<file path="src/rtl/zeroriscy_slv_arb.sv">
// zeroriscy_slv_arb
// Shares one zero-riscy req/gnt/rvalid slave port between two masters
// (m0 = instruction, m1 = data). Round-robin arbitration with a bounded
// number of accepted-but-unanswered transactions. Response routing uses a
// small FIFO of master IDs, which relies on the slave answering in request
// order.
//
// Ports
//   clk, reset                  clock, asynchronous active-high reset
//   mX_req/we/be/addr/wdata     master X request channel (in)
//   mX_gnt                      master X grant, zero latency (out)
//   mX_rvalid                   master X response valid (out)
//   mX_rdata/err                slave response, broadcast to both (out)
//   s_req/we/be/addr/wdata      slave request channel (out)
//   s_gnt                       slave grant (in)
//   s_rvalid/rdata/err          slave response, in request order (in)
//   prot_err                    sticky: rvalid seen with nothing outstanding
module zeroriscy_slv_arb #(
  parameter int OUTSTANDING = 2
) (
  input  logic        clk,
  input  logic        reset,
  input  logic        m0_req,
  input  logic        m0_we,
  input  logic [3:0]  m0_be,
  input  logic [31:0] m0_addr,
  input  logic [31:0] m0_wdata,
  output logic        m0_gnt,
  output logic        m0_rvalid,
  output logic [31:0] m0_rdata,
  output logic        m0_err,
  input  logic        m1_req,
  input  logic        m1_we,
  input  logic [3:0]  m1_be,
  input  logic [31:0] m1_addr,
  input  logic [31:0] m1_wdata,
  output logic        m1_gnt,
  output logic        m1_rvalid,
  output logic [31:0] m1_rdata,
  output logic        m1_err,
  output logic        s_req,
  output logic        s_we,
  output logic [3:0]  s_be,
  output logic [31:0] s_addr,
  output logic [31:0] s_wdata,
  input  logic        s_gnt,
  input  logic        s_rvalid,
  input  logic [31:0] s_rdata,
  input  logic        s_err,
  output logic        prot_err
);

  localparam int PW = (OUTSTANDING > 1) ? $clog2(OUTSTANDING) : 1;
  localparam int CW = $clog2(OUTSTANDING + 1);

  logic [CW-1:0]          r_cnt;
  logic [PW-1:0]          r_wr_ptr;
  logic [PW-1:0]          r_rd_ptr;
  logic [OUTSTANDING-1:0] r_fifo;
  logic                   r_last;
  logic                   r_prot_err;

  logic w_full;
  logic w_sel;
  logic w_any_req;
  logic w_accept;
  logic w_pop;
  logic w_head;

  // Full is judged on the registered count only, so a same-cycle pop never
  // frees a slot early and s_rvalid has no path into s_req or the grants.
  assign w_full    = (r_cnt == CW'(OUTSTANDING));
  assign w_any_req = m0_req | m1_req;

  always_comb begin
    w_sel = r_last;
    if (m0_req && !m1_req)      w_sel = 1'b0;
    else if (!m0_req && m1_req) w_sel = 1'b1;
    else if (m0_req && m1_req)  w_sel = ~r_last;
  end

  assign s_req = w_any_req & ~w_full;

  always_comb begin
    s_we    = 1'b0;
    s_be    = 4'h0;
    s_addr  = 32'h0;
    s_wdata = 32'h0;
    if (s_req) begin
      s_we    = w_sel ? m1_we    : m0_we;
      s_be    = w_sel ? m1_be    : m0_be;
      s_addr  = w_sel ? m1_addr  : m0_addr;
      s_wdata = w_sel ? m1_wdata : m0_wdata;
    end
  end

  assign w_accept = s_req & s_gnt;
  assign m0_gnt   = w_accept & ~w_sel;
  assign m1_gnt   = w_accept & w_sel;

  // A response with nothing outstanding is dropped and flagged instead.
  assign w_pop     = s_rvalid & (r_cnt != '0);
  assign w_head    = r_fifo[r_rd_ptr];
  assign m0_rvalid = w_pop & ~w_head;
  assign m1_rvalid = w_pop & w_head;
  assign m0_rdata  = s_rdata;
  assign m1_rdata  = s_rdata;
  assign m0_err    = s_err;
  assign m1_err    = s_err;
  assign prot_err  = r_prot_err;

  always_ff @(posedge clk or posedge reset) begin
    if (reset) begin
      r_cnt      <= '0;
      r_wr_ptr   <= '0;
      r_rd_ptr   <= '0;
      r_fifo     <= '0;
      r_last     <= 1'b1;
      r_prot_err <= 1'b0;
    end else begin
      if (w_accept) begin
        r_fifo[r_wr_ptr] <= w_sel;
        r_wr_ptr <= (r_wr_ptr == PW'(OUTSTANDING - 1)) ? '0 : r_wr_ptr + 1'b1;
        r_last   <= w_sel;
      end
      if (w_pop) begin
        r_rd_ptr <= (r_rd_ptr == PW'(OUTSTANDING - 1)) ? '0 : r_rd_ptr + 1'b1;
      end
      case ({w_accept, w_pop})
        2'b10:   r_cnt <= r_cnt + 1'b1;
        2'b01:   r_cnt <= r_cnt - 1'b1;
        default: r_cnt <= r_cnt;
      endcase
      if (s_rvalid && (r_cnt == '0)) begin
        r_prot_err <= 1'b1;
      end
    end
  end

endmodule

</file>
<file path="config.mk">
export PLATFORM = sky130hd
export DESIGN_NAME = zeroriscy_slv_arb
export DESIGN_NICKNAME = d
export VERILOG_FILES = /design/src/rtl/zeroriscy_slv_arb.sv
export SDC_FILE = /design/constraint.sdc
export NUM_CORES = 1
export LEC_CHECK = 0
export ABC_CLOCK_PERIOD_IN_PS = 2000
export CAP_MARGIN = 5
export CORE_AREA = 10 10 114 116
export DETAILED_ROUTE_END_ITERATION = 6
export DIE_AREA = 0 0 124 126
export PLACE_DENSITY = 0.77
export SLEW_MARGIN = 20
export SYNTH_ARGS = -nofsm -noshare
export SYNTH_HDL_FRONTEND = slang
export SYNTH_SLANG_ARGS = --single-unit
</file>
<file path="constraint.sdc">
create_clock -name clk -period 2 [get_ports clk]
set_input_delay 0.4 -clock clk [delete_from_list [all_inputs] [get_ports clk]]
set_output_delay 0.4 -clock clk [all_outputs]
set_load 0.1 [all_outputs]
</file>
==> run metrics <==
status finished with violations; failing checks negative setup slack; Worst-path clk slew 0.04 ns; CP endpoint kind output port; Placeable Area about 0.011 mm^2; Post-synth top flop dfrtp_1; # diodes 0; CTS root buf clkbuf_8; initial antenna violation count 0; max-slew violation count 0; Congestion Overflow GR 0; syn avg cell area 5.98 um^2; count of buffers from port buffering between 200 and 250; count leader, synth o21ai_0; Worst-Margin Slew 0.410 ns; Die Wd 124 um; Worst IR Drop VDD 1450 uV; global-route wire length before repair approximately 22 mm; RSZ-0062 raised after global routing yes; crit share post-route 1.10; number of vias per cell 5.24; Post-synth EDFFs 0; Setup crit start r_last$_DFFE_PP1N_; Post-DP HPWL 10.3 mm; largest net degree at the start of global routing 39; Max Cap Viol 0; drt pass-1 iters 4; die height 126 um; leading area contributor after synthesis buf_4; Ports between 300 and 400; Synth cell types 27; Final Hold Violating Endpoints 0; Final Setup Violations 71; WL/cell 25.3 um; final net count 712; Syn. warnings 0; Cell Area, Synth 0.00211 mm^2; H-tree Lvls 1; Final Power 12.6 mW; fmax 0.453 GHz; min-delay worst type in -> async; Leak about 2.4 nW; fraction of layout cells with a size suffix above 1 0.540; Initial Utilization 0.197; # DRC 0; Layout Skew 0.00376 ns; worst reg2reg path depth 8; vias in the first global route 3,711; Crit Path Max Fanout 38; RR Endpoint r_cnt[1]$_DFFE_PP0P_; drt total wl roughly 17 mm; Synth top area share 0.235; vias between 3,000 and 4,000; Setup WS post-layout -0.208 ns; synth top area cells buf_4 23%, o21ai_0 17%, a21oi_1 16%; r2r setup slk 0.09 ns; crit path kind reg -> out; clock sink total 8; Final GP Congestion 0.900; Layout area overhead 216%; Synth async-reset ratio 1.00; placed insts 640; Die Footprint between 0.015 and 0.02 mm^2; CTS tree yes; Final Instance Count excl. Fillers 673; Startpoint Class flip-flop; DRT iter0 DRCs 155; Arrival @ worst endpoint 1.81 ns; sequential share of the synthesized area 0.0954; number of routed nets with antenna violations 0; post-synthesis cell count 353; Slew HR 0.725; Clk Latency, worst-skew pair 0.23 ns; #FFs+latches synth 8; row count 38; worst flop-to-flop path startpoint r_cnt[1]$_DFFE_PP0P_; Min Clock Period, post-route 2.21 ns; All-Layer GR Usage 0.178; PD cells 1880 mW/mm^2; Synth Net Count ~530; setup_tns -9.93 ns; Longest Clk Path Bufs 2; Post-synth top cells 70 x o21ai_0, 69 x a21oi_1, 69 x nand3_1, 66 x buf_4, 30 x clkbuf_1; CP required roughly 1.6 ns; number of CTS-inserted buffers 3
## cell type report
cell class                      instances  area (um^2)
Fill cell                             779         4020
Timing Repair Buffer                  280         3850
Multi-Input combinational cell        238         2390
Sequential cell                         8          201
Tap cell                              140          175
Clock buffer                            4         45.0
Inverter                                3         15.0
## metal layers
layer / wire [um] / part of all wire / track usage / vias up
met5: 0 / 0 / 0 / -
met1: 5800 / 0.34 / 0.188 / 1673
met3: 1860 / 0.11 / 0.0630 / 67
li1: - / - / - / 1553
met2: 8520 / 0.50 / 0.318 / 231
met4: 863 / 0.051 / 0.0610 / 0
## through the flow
stage / hold slack (ns) / instance area (um^2) / utilization / worst slack (ns)
finish: 0.447 / 6680 / 0.624 / -0.208
global route: 0.475 / 6680 / 0.624 / -0.280
CTS: 0.442 / 6090 / 0.569 / -0.220
detailed placement: 0.454 / 5250 / 0.491 / -0.516
global placement: 0.444 / 5250 / 0.491 / -0.456
floorplan: 0.215 / 2480 / - / -1.00
## what timing repair did
action	CTS	global route
buffers inserted	5	9
hold buffers	0	0
gates resized for setup	156	96
gates cloned	8	11
setup endpoints to repair	75	73
pin swaps	34	41
## state kept, by name, summed over array words and instances (netlist names)
name,cells
prot_err,1
r_cnt,2
r_fifo,2
r_last,1
r_rd_ptr,1
r_wr_ptr,1
## cell families (layout without fill, tap and decap cells)
family / count (synthesis) / count (layout) / share of synthesized area
AOI/OAI and AO/OA: 140 / 140 / 0.333
xor gates and xnor gates: 5 / 5 / 0.0207
adders and majority gates: 1 / 1 / 0.00593
buffers and inverters: 108 / 287 / 0.313
DFF: 8 / 8 / 0.0954
muxes: 4 / 4 / 0.0225
and+or+nand+nor: 87 / 88 / 0.209
## where the power goes
part	total [mW]	internal [mW]	switching, mW
sequential	0.314	0.249	0.0652
combinational	12.0	4.55	7.48
clock	0.207	0.139	0.0685
## worst max path at each step
stage                             to  slack, ns  cells after the start
after floorplan           s_addr[11]      -1.00                      5
after global placement    s_addr[24]      -0.46                      7
after detailed placement  s_addr[24]      -0.52                      7
after CTS                 s_wdata[1]      -0.22                      6
after global routing      s_addr[22]      -0.28                      5
final                     s_addr[22]      -0.21                      5
## layout by cell type, fill, tap and decap left out, drive strengths merged, types with 2 or more instances in the layout
| master | n |
|---|---|
| or2 | 3 |
| o21ai | 70 |
| mux2 | 3 |
| clkbuf | 14 |
| nor3 | 2 |
| xnor2 | 4 |
| clkdlybuf4s50 | 140 |
| nor2b | 2 |
| buf | 129 |
| inv | 2 |
| nor2 | 7 |
| nand3 | 69 |
| dfrtp | 7 |
| nand2 | 2 |
| a21oi | 69 |
## critical path, cell delays in order, from the launching register on
cell,delay (ns)
dfstp_2,0.56
and2_4,0.19
buf_12,0.23
o21ai_0,0.14
a21oi_2,0.23
buf_12,0.21
(Power assumes the default switching activity.)
